### src/rtl/approx_mul_seq_ctrl_if.sv
// Operand/product handshake bundle for the radix-4 approximate multiplier controller.
// master = operand source and product sink, slave = controller.
interface approx_mul_seq_ctrl_if #(
    parameter int N = 8
);
    logic             in_valid;
    logic             in_ready;
    logic [N-1:0]     in_a;
    logic [N-1:0]     in_b;
    logic             out_valid;
    logic             out_ready;
    logic [2*N-1:0]   out_p;

    modport master (
        output in_valid, in_a, in_b, out_ready,
        input  in_ready, out_valid, out_p
    );

    modport slave (
        input  in_valid, in_a, in_b, out_ready,
        output in_ready, out_valid, out_p
    );
endinterface

### src/rtl/approx_mul_seq_ctrl.sv
// Sequencing controller: unsigned NxN multiply as N/2 radix-4 digit steps through the partial-product mux.
// Optional low-digit truncation is enabled by defining APPROX_TRUNC_EN.
module approx_mul_seq_ctrl #(
    parameter int N            = 8,
    parameter int TRUNC_DIGITS = 1
) (
    input  logic                  clk,
    input  logic                  rst,
    approx_mul_seq_ctrl_if.slave  bus,
    output logic                  busy
);
    localparam int W  = 2 * N;
    localparam int KW = $clog2(N / 2 + 1);
    localparam logic [KW-1:0] K_LAST = KW'(N / 2 - 1);

`ifdef APPROX_TRUNC_EN
    localparam int TRUNC_K = TRUNC_DIGITS;
`else
    // Exact build: truncation threshold pinned to zero so no digit is ever dropped.
    localparam int TRUNC_K = TRUNC_DIGITS * 0;
`endif

    localparam logic [1:0] IDLE = 2'd0;
    localparam logic [1:0] RUN  = 2'd1;
    localparam logic [1:0] DONE = 2'd2;

    logic [1:0]    state;
    logic [W-1:0]  acc;
    logic [W-1:0]  a_sh;
    logic [N-1:0]  b_sh;
    logic [KW-1:0] k;

    logic [1:0]    sel;
    logic [W-1:0]  mux_x;
    logic [W-1:0]  mux_y;
    logic [W-1:0]  mux_r;

    // Bit-mask-select partial-product mux; code 10 is never issued and yields zero.
    function automatic logic [W-1:0] pp_mux(input logic [1:0] s,
                                            input logic [W-1:0] x,
                                            input logic [W-1:0] y);
        case (s)
            2'b01:   return x;
            2'b11:   return x + y;
            default: return '0;
        endcase
    endfunction

    always_comb begin
        sel   = 2'b00;
        mux_x = '0;
        mux_y = '0;
        case (b_sh[1:0])
            2'd1: begin
                sel   = 2'b01;
                mux_x = a_sh;
            end
            2'd2: begin
                sel   = 2'b01;
                mux_x = a_sh << 1;
            end
            2'd3: begin
                sel   = 2'b11;
                mux_x = a_sh;
                mux_y = a_sh << 1;
            end
            default: ;
        endcase
        if (int'(k) < TRUNC_K) sel = 2'b00;
    end

    assign mux_r = pp_mux(sel, mux_x, mux_y);

    always_ff @(posedge clk) begin
        if (rst) begin
            state <= IDLE;
            acc   <= '0;
            a_sh  <= '0;
            b_sh  <= '0;
            k     <= '0;
        end else begin
            case (state)
                IDLE: begin
                    if (bus.in_valid) begin
                        a_sh  <= {{N{1'b0}}, bus.in_a};
                        b_sh  <= bus.in_b;
                        acc   <= '0;
                        k     <= '0;
                        state <= RUN;
                    end
                end
                // One radix-4 digit retired per edge; the step count is data independent.
                RUN: begin
                    acc  <= acc + mux_r;
                    a_sh <= a_sh << 2;
                    b_sh <= b_sh >> 2;
                    k    <= k + KW'(1);
                    if (k == K_LAST) state <= DONE;
                end
                DONE: begin
                    if (bus.out_ready) state <= IDLE;
                end
                default: state <= IDLE;
            endcase
        end
    end

    assign bus.in_ready  = (state == IDLE);
    assign bus.out_valid = (state == DONE);
    assign bus.out_p     = acc;
    assign busy          = (state == RUN) || (state == DONE);
endmodule

### src/flat_wrapper.sv
// flat-port wrapper written by rule: the top's interface ports become plain ports
module approx_mul_seq_ctrl_flat 
#(
    parameter int N            = 8,
    parameter int TRUNC_DIGITS = 1
)
  (clk, rst, busy, bus_in_valid, bus_in_a, bus_in_b, bus_out_ready, bus_in_ready, bus_out_valid, bus_out_p);
  approx_mul_seq_ctrl_if #(.N(N)) bus_i ();
  input  logic clk;
  input  logic rst;
  output logic busy;
  input wire logic [$bits(bus_i.in_valid)-1:0] bus_in_valid;
  input wire logic [$bits(bus_i.in_a)-1:0] bus_in_a;
  input wire logic [$bits(bus_i.in_b)-1:0] bus_in_b;
  input wire logic [$bits(bus_i.out_ready)-1:0] bus_out_ready;
  output wire logic [$bits(bus_i.in_ready)-1:0] bus_in_ready;
  output wire logic [$bits(bus_i.out_valid)-1:0] bus_out_valid;
  output wire logic [$bits(bus_i.out_p)-1:0] bus_out_p;
  assign bus_i.in_valid = bus_in_valid;
  assign bus_i.in_a = bus_in_a;
  assign bus_i.in_b = bus_in_b;
  assign bus_i.out_ready = bus_out_ready;
  assign bus_in_ready = bus_i.in_ready;
  assign bus_out_valid = bus_i.out_valid;
  assign bus_out_p = bus_i.out_p;
  approx_mul_seq_ctrl #(.N(N), .TRUNC_DIGITS(TRUNC_DIGITS)) u_core (.clk(clk), .rst(rst), .bus(bus_i), .busy(busy));
endmodule
### config.mk
export PLATFORM = sky130hd
export DESIGN_NAME = approx_mul_seq_ctrl_flat
export DESIGN_NICKNAME = d
export VERILOG_FILES = /design/src/rtl/approx_mul_seq_ctrl_if.sv /design/src/rtl/approx_mul_seq_ctrl.sv /design/src/flat_wrapper.sv
export SDC_FILE = /design/constraint.sdc
export NUM_CORES = 1
export LEC_CHECK = 0
export ABC_AREA = 1
export ABC_CLOCK_PERIOD_IN_PS = 3800
export BUFFER_PORTS_ARGS = -buffer_cell sky130_fd_sc_hd__buf_2
export CAP_MARGIN = 20
export CORE_ASPECT_RATIO = 2
export CORE_MARGIN = 5
export CORE_UTILIZATION = 35
export DETAILED_ROUTE_END_ITERATION = 10
export PLACE_DENSITY = 0.56
export SETUP_SLACK_MARGIN = 0.1
export SLEW_MARGIN = 10
export SYNTH_ARGS = -nofsm -noshare
export SYNTH_HDL_FRONTEND = slang
export SYNTH_SLANG_ARGS = --single-unit
### constraint.sdc
create_clock -name clk -period 3.8 [get_ports clk]
set_clock_uncertainty 0.1 [all_clocks]
set_input_delay 0.76 -clock clk [delete_from_list [all_inputs] [get_ports clk]]
set_output_delay 0.76 -clock clk [all_outputs]
set_load 0.01 [all_outputs]
==> results.md <==
- Critical Path Max Stage Delay: 0.37 ns
- CP max stage cell: dfxtp_4
- MaxCap Viol Count: 0
- Syn_area_per_cell: 6.27 sq um
- Post-synthesis sequential area ratio: 23.8%
- Area after DPL: 4270 sq um
- Drt via density: 5.15
- Grt ovf: 0
- Top-count cell post-synth: nand2_1
- Net switching power: 0.000937 W
- Hold Crit Depth: 2
- Ys Warns: 0
- Synthesized area: 3790 sq um
- Fill cell count: 1113
- Async set or reset register ratio after synthesis: 0%
- Vias post-DR: 4086
- Layout cells sized above 1: 24.7%
- Setup crit start kind: flip-flop
- Chip height: 157 microns
- RSZ-0062 raised after global routing: yes
- Die area: 13100 sq um
- Worst EP required: 3.86 ns
- Initial DRC Count: 146
- Final net count: 716
- Status: finished, final reports clean
- Ant diodes: 0
- Final Hold Viols: 0
- DP HPWL: 9.42 mm
- Commonest cells in the netlist: nand2_1 (205), a21oi_1 (75), inv_1 (59), dfxtp_1 (45), ha_1 (38)
- # DRC: 0
- CTS tree: built
- Row count: 53
- Reg area: 908 sq um
- Fin Hold WS: 0.368 ns
- Largest family of logic cells by synthesized area: simple AND/OR/NAND/NOR gates
- Buffers on Ports: 38
- First-pass GRT wire length: 19.5 mm
- Initial core utilization: 35.9%
- Synth unique cells: 38
- Synth Area in Adders: 13.6%
- Worst-path fanout max: 5
- Number of detailed-route iterations in the first pass: 4
- Final Slew Violations: 0
- Max Freq: 282 MHz
- # IOs: 39
- Setup violations, final: 0
- Worst-path clk slew: 0.07 ns
- Syn Inst Count: 604
- All-Layer GR Usage: 18.3%
- Post-synth top flop: dfxtp_1
- Multiplexer share of the synthesized area: 0%
- #FFs+latches synth: 45
- Area fraction in compound gates after synthesis: 22.4%
- Lkg Pwr: 2.15 nW
- Routed Wire Length: 12.4 mm
- Critical path endpoint category: flip-flop
- Final Instance Area: 4820 sq um
- Net Count, Synth: 664
- PD cells: 431 nW/um^2
- Area of the multi-input gates: 2950 sq um
- Placeable core area: 10500 sq um
- VDD IR-drop max: 0.567 mV
- Measured slew at the worst slew-check pin: 0.653 ns
- Switching share of power: 45.0%
- Synth top area share: 23.8%
- Clock Power Share: 21.8%
- Largest net degree at the start of global routing: 32
- TritonCTS buffer count: 5
- Hold Path Class: reg2reg
- Crit-path most repeated cell: nand2_1
- Post-synth EDFFs: 0
- H-tree levels: 2
- Drt wl/cell: 15.6 microns
- Final Cycle Share: 93.4%
- Clk_lat worst skew: 0.29 ns
- P&R area growth vs syn: 27.2%
- Critical Path AT: 3.61 ns
- Chip Width: 83.6 microns
- Crit path time final: 3.55 ns
- Sink Count: 45
- Seq pwr share: 31.5%
- Crit Path Class: reg2reg
- Total power: 0.00208 W
- CP cell instances: inv_1 > ha_4 > buf_4 > a21oi_4 > ha_4 > nand2_1 > o21ai_2 > nand2_1 > nand2_1 > o21ai_1 > buf_4 > ha_1 > a21o_1 > a21oi_1 > o21ai_2 > nand3_1 > nand3_2 > inv_1 > nand3_1 > nand3_2 > a21oi_2
- Slew HR: 56.5%
- Antenna Nets Post-Route: 0
- # hold bufs at CTS: 0
- Root Driver: clkbuf_16
- RD Place Congestion: 0.886
- Initial antenna violation count: 0
- Post-Synth XOR/XNOR Area: 0.231%
- Fraction of the mapped netlist area in simple logic gates: 31.0%
- Vias in the first global route: 4183
- Clk buf depth: 2
- Yosys top cell by area: dfxtp_1
- Gate power share: 46.7%
- Largest cells by area after synthesis: dfxtp_1 (24%), nand2_1 (20%), ha_1 (13%), a21oi_1 (9.9%), inv_1 (5.8%)
- Worst Reg-to-Reg Cells: 21
- Internal power: 0.00114 W
-- path summary, 6_finish.rpt --
| check | startpoint | end | slack (ns) |
|---|---|---|---|
| setup / recovery | u_core.b_sh[1] | u_core.bus.out_p[15] | 0.25 |
| hold / removal | u_core.b_sh[2] | u_core.b_sh[0] | 0.37 |
| setup reg to reg | u_core.b_sh[1] | u_core.bus.out_p[15] | 0.25 |
| hold reg to reg | u_core.b_sh[2] | u_core.b_sh[0] | 0.37 |
-- flip-flops by register name, indices dropped and copies added, names as in the netlist --
signal	count
u_core.a_sh	16
u_core.bus.out_p	16
u_core.k	3
u_core.b_sh	8
u_core.state	2
-- worst max-delay path: cells and delay by family, from the launching register on --
family	cells	cell delay (ns)
buf+inv	4	0.53
fa+ha+maj	3	0.82
flops	1	0.37
compound gates	7	0.93
simple gates	7	0.66
-- cells by family after synthesis --
logic type | Yosys count
AOI/OAI and AO/OA | 153
xor gates and xnor gates | 1
and+or+nand+nor | 278
adders and majority gates | 40
buffers and inverters | 87
DFF | 45
-- cell type report --
| type | count | share of cell area, % |
|---|---|---|
| clock buffer | 6 | 2.67 |
| clock inverter | 2 | 0.311 |
| inverter | 66 | 5.19 |
| multi-input combinational | 472 | 61.1 |
| sequential | 45 | 18.8 |
| tap | 137 | 3.56 |
| timing repair buffer | 66 | 8.31 |
-- per-layer routing --
metal  vias up  global-route usage (%)  routed length, microns
met5         -                       0                       0
met4         0                    11.8                     653
met3        35                    2.51                     342
met2        77                    36.6                    6950
met1      1881                    16.8                    4440
li1       2093                       -                       -
-- power groups by stage --
stage,registers (W),clock network (W),logic (W)
floorplan,0.000628,0,0.000635
global placement,0.000652,0,0.000843
detailed placement,0.000654,0,0.000861
CTS,0.000648,0.000463,0.000883
global route,0.000669,0.000482,0.00108
finish,0.000655,0.000453,0.000972
-- repair_timing --
item                                   in CTS  in global routing
endpoints found under the hold margin       0                  0
setup endpoints to repair                   6                  9
pin swaps                                   1                 17
setup buffers                               0                  6
gates resized for setup                    14                 64
-- cells in the final DEF (no fill, tap or decap), types with 2 or more instances in the layout --
cell	n
nand2_1	200
inv_1	57
a21oi_1	55
dfxtp_1	43
buf_2	38
buf_4	28
nor2_1	25
ha_1	24
nand3_1	22
o21ai_0	22
a21oi_2	19
o21ai_1	18
a31oi_1	12
ha_4	12
nand2_2	8
nand3_2	8
a21oi_4	7
inv_2	7
clkbuf_16	5
o21ai_2	4
a22o_1	3
nor2_2	3
nor3_2	3
a21o_1	2
nor2_4	2
or2_0	2
o21ai_4	2
o22ai_1	2
ha_2	2
clkinvlp_4	2
dfxtp_4	2
-- through the flow --
| step | utilization [%] | std cells | setup slack [ns] | setup TNS [ns] |
|---|---|---|---|---|
| global route | 45.7 | 794 | -0.0258 | -0.0357 |
| detailed placement | 40.5 | 780 | -0.101 | -0.207 |
| floorplan | - | 604 | 0.105 | 0 |
| finish | 45.7 | 794 | 0.250 | 0 |
| global placement | 40.5 | 780 | -0.125 | -0.149 |
| CTS | 42.4 | 788 | 0.102 | 0 |
Note: power is estimated with default switching activity, not from simulation.
